File: config.mk
export PLATFORM = sky130hd
export DESIGN_NAME = uart_tx_frame_gen
export DESIGN_NICKNAME = d
export VERILOG_FILES = /design/src/rtl/uart_tx_frame_gen_pkg.sv /design/src/rtl/uart_tx_bit_timer.sv /design/src/rtl/uart_tx_frame_gen.sv
export SDC_FILE = /design/constraint.sdc
export NUM_CORES = 1
export LEC_CHECK = 0
export ABC_AREA = 1
export BUFFER_PORTS_ARGS = -buffer_cell sky130_fd_sc_hd__buf_2
export CAP_MARGIN = 20
export CORE_MARGIN = 1.5
export CORE_UTILIZATION = 60
export DETAILED_ROUTE_END_ITERATION = 10
export GPL_ROUTABILITY_DRIVEN = 0
export HOLD_SLACK_MARGIN = 0.02
export PLACE_DENSITY = 0.88
export SYNTH_ARGS = -nofsm -noshare
export SYNTH_HDL_FRONTEND = slang
export SYNTH_HIERARCHICAL = 1
export SYNTH_SLANG_ARGS = --single-unit
File: constraint.sdc
create_clock -name CLK -period 5.02 [get_ports CLK]
set_clock_uncertainty 0.15 [all_clocks]
set_input_delay 0.251 -clock CLK [delete_from_list [all_inputs] [get_ports CLK]]
set_output_delay 0.251 -clock CLK [all_outputs]
set_load 0.01 [all_outputs]
File: src/rtl/uart_tx_frame_gen_pkg.sv
// rtl/uart_tx_frame_gen_pkg.sv - shared UART Tx constants, state encodings and parity selectors
package uart_tx_frame_gen_pkg;

    // Wide enough to hold the value DATA_WIDTH (8) that the bit counter reaches after the last data bit.
    localparam int BIT_COUNTER_WIDTH = 4;

    localparam logic PAR_EVEN = 1'b0;
    localparam logic PAR_ODD  = 1'b1;

    typedef enum logic [2:0] {
        TX_IDLE   = 3'd0,
        TX_START  = 3'd1,
        TX_DATA   = 3'd2,
        TX_PARITY = 3'd3,
        TX_STOP   = 3'd4
    } tx_state_t;

endpackage

File: src/rtl/uart_tx_bit_timer.sv
// rtl/uart_tx_bit_timer.sv - per-bit edge counter and data bit counter for the UART transmitter
//
// Ports:
//   i_clk, i_rst_n  clock, asynchronous active-low reset
//   i_en            frame in progress; edge counter held at 0 while low
//   i_bit_en        data phase; bit counter held at 0 while low
//   i_prescale      latched clocks per bit
//   o_term          last clock of the current bit
//   o_bit_cnt       index of the data bit being sent
module uart_tx_bit_timer
    import uart_tx_frame_gen_pkg::*;
#(
    parameter int PRESCALE_WIDTH = 5
) (
    input  logic                         i_clk,
    input  logic                         i_rst_n,
    input  logic                         i_en,
    input  logic                         i_bit_en,
    input  logic [PRESCALE_WIDTH-1:0]    i_prescale,
    output logic                         o_term,
    output logic [BIT_COUNTER_WIDTH-1:0] o_bit_cnt
);

    logic [PRESCALE_WIDTH-1:0]    r_edge_cnt;
    logic [BIT_COUNTER_WIDTH-1:0] r_bit_cnt;
    logic [PRESCALE_WIDTH-1:0]    w_last;

    assign w_last    = i_prescale - PRESCALE_WIDTH'(1);
    assign o_term    = i_en && (r_edge_cnt == w_last);
    assign o_bit_cnt = r_bit_cnt;

    always_ff @(posedge i_clk or negedge i_rst_n) begin
        if (!i_rst_n) begin
            r_edge_cnt <= '0;
        end else if (!i_en || o_term) begin
            r_edge_cnt <= '0;
        end else begin
            r_edge_cnt <= r_edge_cnt + PRESCALE_WIDTH'(1);
        end
    end

    // Increments past the last data bit, then clears once the FSM leaves the data phase.
    always_ff @(posedge i_clk or negedge i_rst_n) begin
        if (!i_rst_n) begin
            r_bit_cnt <= '0;
        end else if (!i_bit_en) begin
            r_bit_cnt <= '0;
        end else if (o_term) begin
            r_bit_cnt <= r_bit_cnt + BIT_COUNTER_WIDTH'(1);
        end
    end

endmodule

File: src/rtl/uart_tx_frame_gen.sv
// rtl/uart_tx_frame_gen.sv - UART transmitter: start, LSB-first data, optional parity, stop
//
// Ports:
//   CLK         oversampling clock, rising edge
//   RST         asynchronous active-low reset
//   P_DATA      byte to transmit
//   Data_Valid  P_DATA valid, sampled only while idle
//   PAR_EN      1 = append parity bit
//   PAR_TYP     0 = even, 1 = odd parity
//   Prescale    clocks per bit (2..31)
//   TX_OUT      serial line, idle high (registered)
//   Busy        frame in progress (registered)
module uart_tx_frame_gen
    import uart_tx_frame_gen_pkg::*;
#(
    parameter int DATA_WIDTH     = 8,
    parameter int PRESCALE_WIDTH = 5
) (
    input  logic                      CLK,
    input  logic                      RST,
    input  logic [DATA_WIDTH-1:0]     P_DATA,
    input  logic                      Data_Valid,
    input  logic                      PAR_EN,
    input  logic                      PAR_TYP,
    input  logic [PRESCALE_WIDTH-1:0] Prescale,
    output logic                      TX_OUT,
    output logic                      Busy
);

    tx_state_t                    r_state;
    tx_state_t                    w_state_next;
    logic                         r_tx;
    logic                         r_busy;
    logic                         w_tx_next;
    logic                         w_busy_next;
    logic                         w_accept;
    logic                         w_shift;

    logic [DATA_WIDTH-1:0]        r_shift;
    logic                         r_parity;
    logic                         r_par_en;
    logic [PRESCALE_WIDTH-1:0]    r_prescale;

    logic                         w_term;
    logic [BIT_COUNTER_WIDTH-1:0] w_bit_cnt;
    logic                         w_last_data_bit;

    assign TX_OUT = r_tx;
    assign Busy   = r_busy;

    uart_tx_bit_timer #(
        .PRESCALE_WIDTH (PRESCALE_WIDTH)
    ) u_bit_timer (
        .i_clk      (CLK),
        .i_rst_n    (RST),
        .i_en       (r_state != TX_IDLE),
        .i_bit_en   (r_state == TX_DATA),
        .i_prescale (r_prescale),
        .o_term     (w_term),
        .o_bit_cnt  (w_bit_cnt)
    );

    assign w_last_data_bit = (w_bit_cnt == BIT_COUNTER_WIDTH'(DATA_WIDTH - 1));

    always_ff @(posedge CLK or negedge RST) begin
        if (!RST) begin
            r_state <= TX_IDLE;
            r_tx    <= 1'b1;
            r_busy  <= 1'b0;
        end else begin
            r_state <= w_state_next;
            r_tx    <= w_tx_next;
            r_busy  <= w_busy_next;
        end
    end

    // Frame settings are frozen at acceptance; the shift register presents the next data bit at [0].
    always_ff @(posedge CLK or negedge RST) begin
        if (!RST) begin
            r_shift    <= '0;
            r_parity   <= 1'b0;
            r_par_en   <= 1'b0;
            r_prescale <= '0;
        end else if (w_accept) begin
            r_shift    <= P_DATA;
            r_parity   <= (^P_DATA) ^ (PAR_TYP == PAR_ODD);
            r_par_en   <= PAR_EN;
            r_prescale <= Prescale;
        end else if (w_shift) begin
            r_shift    <= r_shift >> 1;
        end
    end

    // Next-state logic produces the value TX_OUT must carry during the following bit,
    // so the line changes on the same edge as the state.
    always_comb begin
        w_state_next = r_state;
        w_tx_next    = r_tx;
        w_busy_next  = r_busy;
        w_accept     = 1'b0;
        w_shift      = 1'b0;
        unique case (r_state)
            TX_IDLE: begin
                w_tx_next   = 1'b1;
                w_busy_next = 1'b0;
                if (Data_Valid) begin
                    w_accept     = 1'b1;
                    w_state_next = TX_START;
                    w_tx_next    = 1'b0;
                    w_busy_next  = 1'b1;
                end
            end
            TX_START: begin
                if (w_term) begin
                    w_state_next = TX_DATA;
                    w_tx_next    = r_shift[0];
                end
            end
            TX_DATA: begin
                if (w_term) begin
                    w_shift = 1'b1;
                    if (w_last_data_bit) begin
                        if (r_par_en) begin
                            w_state_next = TX_PARITY;
                            w_tx_next    = r_parity;
                        end else begin
                            w_state_next = TX_STOP;
                            w_tx_next    = 1'b1;
                        end
                    end else begin
                        w_tx_next = r_shift[1];
                    end
                end
            end
            TX_PARITY: begin
                if (w_term) begin
                    w_state_next = TX_STOP;
                    w_tx_next    = 1'b1;
                end
            end
            TX_STOP: begin
                if (w_term) begin
                    w_state_next = TX_IDLE;
                    w_tx_next    = 1'b1;
                    w_busy_next  = 1'b0;
                end
            end
            default: begin
                w_state_next = TX_IDLE;
                w_tx_next    = 1'b1;
                w_busy_next  = 1'b0;
            end
        endcase
    end

endmodule
# Word-level counts from Yosys, hierarchy flattened
# Cells that the tools add are included.
dict set report totals {
  reg_bits 29
  out_inout_bits 2
}
dict set report classes {
  n_addsub 3
  eq_ne 13
  muxes 26
  bitwise 2
  reduce_logical 12
}
# operator n
set op_table {}
lappend op_table {{$mux W3} 7}
lappend op_table {{$mux W8} 2}
lappend op_table {{$pmux W3 S5} 1}
lappend op_table {{$mux W1} 11}
lappend op_table {{$mux W4} 2}
lappend op_table {{$ne A2 B1 Y1 const B} 4}
lappend op_table {{$reduce_xor A8 Y1} 1}
lappend op_table {{$eq A3 B2 Y1 const B} 2}
lappend op_table {{$ne A2 B2 Y1 const B} 3}
lappend op_table {{$reduce_and A6 Y1} 1}
lappend op_table {{$add A5 B1 Y5 const B} 1}
lappend op_table {{$eq A5 B5 Y1} 1}
lappend op_table {{$mux W5} 1}
lappend op_table {{$sub A5 B1 Y5 const B} 1}
lappend op_table {{$add A4 B1 Y4 const B} 1}
lappend op_table {{$eq A4 B3 Y1 const B} 1}
lappend op_table {{$pmux W1 S4} 1}
lappend op_table {{$eq A3 B1 Y1 const B} 1}
lappend op_table {{$eq A3 B3 Y1 const B} 1}
lappend op_table {{$logic_not A3 Y1} 1}
lappend op_table {{$pmux W1 S3} 1}
lappend op_table {{$reduce_and A3 Y1} 1}
lappend op_table {{$reduce_bool A3 Y1} 1}
lappend op_table {{$reduce_or A3 Y1} 1}
lappend op_table {{other kinds (8)} 8}

# Depth between registers and ports, before layout
# Gate-level depths: netlist (run 1).
dict set report depth {
  ltp_word 7
  depth_mapped 17
  depth_no_buf 17
}

# Modules after synthesis
# Netlist (run 1), hierarchy kept.
# mod instances cells_per_inst area_per_inst_um2 seq_area_each_um2
set by_module_without_submodules {}
lappend by_module_without_submodules {uart_tx_frame_gen 1 152 1166.1 501.7}
lappend by_module_without_submodules {uart_tx_bit_timer 1 94 635.6 225.2}

# Least setup slack after synthesis (run 1)
# Ideal clock, no wire load.
dict set report synth_path {
  path_kind {register -> register}
  start {reg r_prescale[0]}
  end {reg r_shift[4]}
  arrival_ps 1816
  setup_slack_ps 2980
  stages_incl_launch_ff 16
  n_path_buf 1
  synth_period_minus_slack_ps 2040
  cell_sequence {dfrtp_1 inv_1 ha_1 inv_1 nand2_1 nand2_1 nor2_1 nand2_1 nor2_2 nand3_4 inv_1 inv_1 o21ai_4 buf_6 o211ai_2 o21ai_2}
}
dict set report synth_via {
  elab_chain_cells 6
}
# element line
set synth_rtl {}
lappend synth_rtl {{from (decl)} uart_tx_frame_gen.sv:42} ;# logic [PRESCALE_WIDTH-1:0] r_prescale;
lappend synth_rtl {{from (signal assigned)} uart_tx_frame_gen.sv:88} ;# r_prescale <= Prescale;
lappend synth_rtl {{$sub A5 B1 Y5} uart_tx_bit_timer.sv:28} ;# assign w_last = i_prescale - PRESCALE_WIDTH'(1);
lappend synth_rtl {{$eq A5 B5 Y1} uart_tx_bit_timer.sv:29} ;# assign o_term = i_en && (r_edge_cnt == w_last);
lappend synth_rtl {{$logic_and A1 B1 Y1} uart_tx_bit_timer.sv:29}
lappend synth_rtl {{net w_term} uart_tx_frame_gen.sv:44} ;# logic w_term;
lappend synth_rtl {{$mux W1} uart_tx_frame_gen.sv:120} ;# if (w_term) begin
lappend synth_rtl {{$mux W1} uart_tx_frame_gen.sv:102} ;# unique case (r_state)
lappend synth_rtl {{$reduce_bool A2 Y1 (no source line)} n/a}
lappend synth_rtl {{to (signal assigned)} uart_tx_frame_gen.sv:90} ;# r_shift <= r_shift >> 1;
lappend synth_rtl {{to (decl)} uart_tx_frame_gen.sv:39} ;# logic [DATA_WIDTH-1:0] r_shift;
# The timed path passes the listed nets, and every way through them passes these cells.
# A chain may end at the register's enable or synchronous reset.

# Worst setup path in the final report (run 1)
dict set report layout_path {
  start {reg r_prescale[0]}
  end {reg r_shift[6]}
}
# Same word-level chain as after synthesis.

==> impl_metrics.csv, run 1 <==
group,metric,value,unit
worst_setup_path,required,5.14,ns
floorplanning,dieArea,3340,um2
outcome,status,"complete, no violations",
drt,drt_wl_total,3770,um
global_route,grt_usage,0.269,
cts,clock_sinks,29,
cts,clk_latency,0.34,ns
synth,async_reset_ff_frac,1.00,
floorplanning,fp.dieW,57.8,um
synth,ys_top_cells_by_area,"dfrtp_1 (39%), nand2_1 (19%), inv_1 (7.7%)",
floorplanning,num_rows,19,
cts,cts_tree,"yes",
timing,setup_viol,0,
cts,hold_buffers,8,
global_route,grt_busiest_layer,"met2",
drt,via_count,1610,
finish,num_antenna_cells,0,
flow_run,maxCapViolCount,0,
drt,viasPerCell,5.21,
global_route,grt_pass1_wl,6690,um
synth,yosys_register_bits,29,
cts,htree_levels,2,
synth,avgSynthCellArea,7.32,um2
synth,yosysTopAreaCell,"dfrtp_1",
global_route,first_global_vias,1573,
drt,routedWlPerCell,12.2,um
hold_path,hp-start,"P_DATA[4]",
hold_path,hp-class,"input pin to flip-flop",
worst_setup_path,critical_path.startpoint_type,"flip-flop",
synth,yosysSeqAreaShare,0.403,
worst_setup_path,r2r-end,"r_shift[6]",
finish,syn_to_final_growth,13.9,%
drt,ant_nets,0,
worst_setup_path,r2r_cells,14,
floorplanning,fp.coreArea,2810,um2
cts,postCtsSetupBuffers,0,
finish,fin_nets,298,
timing,fin_crit_sh,0.468,
global_route,grt_max_degree,30,
power_and_ir_drop,leakagePower,0.00114,uW
worst_setup_path,rrSetupSlack,2.67,ns
global_route,met2_usage,0.458,
synth,synth_fp_nets,267,
cts,clockBufferDepth,2,
worst_setup_path,endpoint_kind,"flip-flop",
timing,hold_violations,0,
global_route,grtUsageMet1,0.316,
cts,root_buffer,"clkbuf_4",
synth,syn_inst,246,
placement,post-dp-hpwl,2530,um
worst_setup_path,path_common_cell,"inv_1",
power_and_ir_drop,power.density,561,nW/um2
timing,rsz0062_at_grt,"no",
floorplanning,io_pins,20,
timing,relSlewSlack,0.584,
floorplanning,start_util,0.642,
global_route,antenna_found_initial,0,
synth,synth-edff-count,0,
synth,synth_common_cells,"nand2_1 (90), inv_1 (37), dfrtp_1 (28)",
worst_setup_path,crit_type,"flip-flop to flip-flop",
floorplanning,die-height,57.8,um
power_and_ir_drop,total_power,1150,uW
synth,yosys.area.top_type_share,0.389,
worst_setup_path,max_stage_delay,0.38,ns
hold_path,hold_path_depth,3,
drt,drt_iter0_markers,62,
synth,netlist_area,1800,um2
cts,cts-resized-gates,0,
cts,cts_made_buffers,5,
timing,drv_slew,0,
timing,fmax,0.426,GHz
synth,synth.most_common_cell,"nand2_1",
timing,min_period,2.35,ns
global_route,use_met3,0.0558,
worst_setup_path,r2r-start,"r_prescale[0]",
hold_path,min_to,"r_shift[4]",
global_route,grt_overflow_total,0,
timing,worst_pin_slew,0.624,ns
timing,fin_setup_tns,0,ns
finish,layout-drive-gt1-share,0.176,
power_and_ir_drop,vdd_drop_max,367,uV
cts,clkTransAtPathRegs,0.10,ns
synth,yosys_warnings,6,
placement,port_buffers,19,
worst_setup_path,crit_slowest_cell,"dfrtp_1",
drt,drtPass1Iterations,4,
worst_setup_path,path_cells,"inv_1 > ha_1 > inv_1 > nand2_1 > nand2_1 > nor2_1 > nand2_1 > nor2_2 > nand3_4 > inv_1 > inv_1 > o21ai_4 > o211ai_1 > o21ai_1",
synth,synth_cell_type_count,29,
worst_setup_path,worstPathArrival,2.47,ns
synth,ys.flop_type,"dfrtp_1",
worst_setup_path,path_max_fanout,15,
drt,drcViolationCount,0,
-- through the flow --
stage	hold slack [ns]	instances	instance area, um2	utilization	worst slack, ns
finish	0.0499	309	2050	0.731	2.67
global route	0.0534	309	2050	0.731	2.45
CTS	0.0445	309	2050	0.731	2.68
detailed placement	0.156	293	1900	0.678	2.72
global placement	0.156	293	1900	0.678	2.81
floorplan	-0.195	246	1800	-	2.98
-- logic make-up after synthesis --
family / Yosys count / synth area share
XOR/XNOR: 6 / 0.0292
adder cells (fa/ha/maj): 3 / 0.0208
flip-flops: 29 / 0.403
buffers and inverters: 44 / 0.104
AND/OR/NAND/NOR: 137 / 0.337
AO/OA/AOI/OAI: 27 / 0.106
-- layer usage --
metal	vias up	routed length, um
li1	827	-
met5	-	0
met1	739	1640
met4	0	118
met2	32	1860
met3	12	153
-- flip-flops by register name (all words and copies together), names as in the netlist --
register and cells:
r_shift 8, TX_OUT 1, r_prescale 5, r_par_en 1, Busy 1, r_state 3
r_parity 1, u_bit_timer/r_edge_cnt 5, u_bit_timer/o_bit_cnt 4
-- area by class of cell --
class | count | area, um2
Sequential cell | 29 | 727
Clock inverter | 1 | 5.00
Fill cell | 241 | 753
Clock buffer | 7 | 65.1
Tap cell | 31 | 38.8
Inverter | 41 | 154
Multi-Input combinational cell | 173 | 887
Timing Repair Buffer | 27 | 175
-- where the power goes --
| group | total, uW | switching, uW | internal, uW |
|---|---|---|---|
| combinational | 570 | 368 | 202 |
| sequential | 416 | 83.6 | 332 |
| clock | 165 | 83.9 | 81.0 |
| total | 1150 | 535 | 615 |
-- how the worst max path moves through the flow --
stage / startpoint / endpoint / slack, ns / depth (start not counted)
2_1_floorplan: r_prescale[0] / r_shift[4] / 2.98 / 15
3_3_place_gp: r_prescale[0] / r_shift[6] / 2.81 / 14
3_5_place_dp: r_prescale[0] / r_shift[6] / 2.72 / 14
4_1_cts: r_prescale[0] / r_shift[6] / 2.68 / 14
5_1_grt: r_prescale[0] / r_shift[1] / 2.45 / 14
6_report: r_prescale[0] / r_shift[6] / 2.67 / 14
-- critical path: cells and delay by family (launching register included) --
family	cells	cell delay, ns
compound gates	3	0.63
fa+ha+maj	1	0.30
buf+inv	4	0.28
flops	1	0.38
simple gates	6	0.54
-- placed cells by master (no fill, tap or decap), types with 3 or more instances in the layout --
master	instances
nand3_1	15
clkbuf_4	5
inv_1	37
nand2_1	90
nor2_1	17
dfrtp_1	28
o21ai_0	9
xor2_1	4
dlygate4sd3_1	8
o21ai_1	4
o211ai_1	7
buf_2	19
ha_1	3
nor2_2	5
(Power assumes the default switching activity.)
==> run 2: changes to the inputs <==
--- a/config.mk
+++ b/config.mk
@@ -9,11 +9,11 @@
 export BUFFER_PORTS_ARGS = -buffer_cell sky130_fd_sc_hd__buf_2
 export CAP_MARGIN = 20
 export CORE_MARGIN = 1.5
-export CORE_UTILIZATION = 60
+export CORE_UTILIZATION = 52
 export DETAILED_ROUTE_END_ITERATION = 10
 export GPL_ROUTABILITY_DRIVEN = 0
 export HOLD_SLACK_MARGIN = 0.02
-export PLACE_DENSITY = 0.88
+export PLACE_DENSITY = 0.82
 export SYNTH_ARGS = -nofsm -noshare
 export SYNTH_HDL_FRONTEND = slang
 export SYNTH_HIERARCHICAL = 1
==> constraint.sdc (replaced) <==
create_clock -name CLK -period 1.9 [get_ports CLK]
set_clock_uncertainty 0.15 [all_clocks]
set_input_delay 0.095 -clock CLK [delete_from_list [all_inputs] [get_ports CLK]]
set_output_delay 0.095 -clock CLK [all_outputs]
set_load 0.01 [all_outputs]
==> run 2 against run 1 <==
The flow now finishes with violations (negative setup slack). Clock-buffer cell count grew 1. Non-clock buffer count rose by 19. Setup slack got worse by 2.7 ns. Highest routed layer unchanged.
==> impl_metrics.csv, run 2 (synthesis results as in run 1) <==
group,metric,value,unit
finish,utilization,0.691,
hold_path,hp-class,"input pin to flip-flop",
cts,root_buffer,"clkbuf_4",
global_route,grt_usage,0.233,
timing,drv_slew,0,
worst_setup_path,endpoint_kind,"flip-flop",
global_route,grt_pass1_wl,6480,um
power_and_ir_drop,leakagePower,0.00123,uW
worst_setup_path,critical_path.startpoint_type,"flip-flop",
timing,hold_violations,0,
finish,syn_to_final_growth,27.9,%
finish,seq_area,727,um2
power_and_ir_drop,power.density,1470,nW/um2
finish,fillers,270,
floorplanning,start_util,0.540,
timing,setup_viol,11,
worst_setup_path,critPathBufInv,4,
cts,clockBufferDepth,2,
floorplanning,fp.dieW,61.9,um
placement,port_buffers,19,
timing,fmax,0.507,GHz
cts,cts_made_buffers,5,
power_and_ir_drop,vdd_drop_max,907,uV
worst_setup_path,path_max_fanout,5,
finish,layout-drive-gt1-share,0.259,
placement,dpl_cell_area,2000,um2
floorplanning,die-height,61.9,um
drt,drtPass1Iterations,4,
global_route,first_global_vias,1537,
outcome,violations,"negative setup slack",
drt,drt_wl_total,3790,um
drt,drcViolationCount,0,
global_route,antenna_found_initial,0,
finish,layout_common_cells,"nand2_1 (83), inv_1 (31), dfrtp_1 (28)",
worst_setup_path,worstPathArrival,2.04,ns
worst_setup_path,r2r_cells,17,
timing,rsz0062_at_grt,"yes",
power_and_ir_drop,total_power,3380,uW
finish,num_antenna_cells,0,
hold_path,hp-start,"PAR_TYP",
finish,multi_input_area,955,um2
cts,htree_levels,2,
worst_setup_path,rrSetupSlack,-0.07,ns
timing,worst_pin_slew,0.655,ns
placement,post-dp-hpwl,2520,um
floorplanning,fp.coreArea,3340,um2
drt,viasPerCell,4.91,
worst_setup_path,crit_slowest_cell,"dfrtp_1",
timing,fin_crit_sh,1.04,
timing,worst_slack,-0.0718,ns
finish,largest_register_ffs,8,
worst_setup_path,required,1.97,ns
worst_setup_path,crit_type,"flip-flop to flip-flop",
worst_setup_path,r2r-start,"r_prescale[0]",
drt,drt_iter0_markers,78,
hold_path,min_to,"r_parity",
global_route,grt_overflow_total,0,
outcome,status,"finished, violations left",
finish,fin_nets,317,
floorplanning,num_rows,21,
flow_run,maxCapViolCount,0,
worst_setup_path,path_cells,"inv_2 > ha_4 > inv_2 > nand2_1 > nand2_1 > nor2_1 > nand2_1 > nor2_4 > nand3_4 > inv_2 > inv_4 > nand3_2 > nand2_2 > nand2_2 > nand2_4 > nor2_2 > a21oi_1",
timing,holdWs,0.153,ns
worst_setup_path,critical_path.top_delay_family,"simple AND/OR/NAND/NOR gates",
finish,final_area,2300,um2
floorplanning,io_pins,20,
cts,cts_tree,"yes",
floorplanning,dieArea,3830,um2
worst_setup_path,crit_cells,17,
drt,ant_nets,0,
timing,min_period,1.97,ns
worst_setup_path,max_stage_delay,0.36,ns
finish,top_regs,"r_shift (8), r_prescale (5), u_bit_timer/r_edge_cnt (5)",
finish,top_register,"r_shift",
hold_path,hold_path_depth,7,
timing,relSlewSlack,0.564,
drt,via_count,1685,
drt,routedWlPerCell,11.1,um
finish,final_common_cell,"nand2_1",
cts,clkTransAtPathRegs,0.09,ns
worst_setup_path,r2r-end,"r_state[1]",
cts,clock_sinks,29,
global_route,grt_max_degree,30,
cts,clk_latency,0.33,ns
## run 2: changes by cell type in the layout (fill, tap and decap cells not counted), moves of 5 or more
cell,before,now
dlygate4sd3_1,8,16
inv_1,37,31
nand2_1,90,83
nand2_2,2,7
inv_2,2,7
buf_4,0,10
## run 2: worst max-delay path by stage
stage,end,from
5_1_grt,r_state[1],r_prescale[0]
3_3_place_gp,r_state[1],r_prescale[1]
6_report,r_state[1],r_prescale[0]
4_1_cts,r_state[1],r_prescale[0]
2_1_floorplan,r_shift[4],r_prescale[0]
3_5_place_dp,r_state[1],r_prescale[1]
## run 2: layer usage
layer  share of wire  wire length (um)  up-vias  global-route usage
li1                -                 -      863                   -
met1            0.42              1610      778               0.302
met2            0.51              1950       37               0.386
met3           0.042               160        7              0.0435
met4           0.020                77        0              0.0912
met5               0                 0        -                   0
## run 2: layout make-up
cell class                 count  area share
sequential                    29       0.315
timing repair buffer          46       0.152
clock buffer                   8      0.0255
multi-input combinational    173       0.414
tap                           46      0.0250
inverter                      41      0.0679
## run 2: worst register-to-register path: cells and delay by family, from the launching register on
kind / cells / cell delay, ns
AOI/OAI and AO/OA: 1 / 0.05
buffers and inverters: 4 / 0.19
and+or+nand+nor: 11 / 0.86
adders and majority gates: 1 / 0.26
DFF: 1 / 0.36
## run 2: per-stage QoR
stage	instances	worst slack, ns	TNS, ns
after floorplan	246	-0.0709	-0.617
after global placement	315	-0.0552	-0.365
after detailed placement	315	-0.115	-0.816
after CTS	341	-0.109	-0.669
after global routing	343	-0.238	-2.48
final	343	-0.0718	-0.335
## run 2: timing repair
action | 4_1_cts | 5_1_grt
endpoints found under the hold margin | 43 | 0
setup endpoints to repair | 13 | 13
pin swaps | 5 | 9
gates resized for setup | 5 | 14
hold buffers | 16 | 0
buffers inserted | 2 | 2
## run 2: report_power, final
group,internal [uW],leakage (uW),switching (uW)
Combinational,786,0.000829,1120
Sequential,878,0.000369,208
Clock,182,0.0000326,206
Total,1850,0.00123,1530
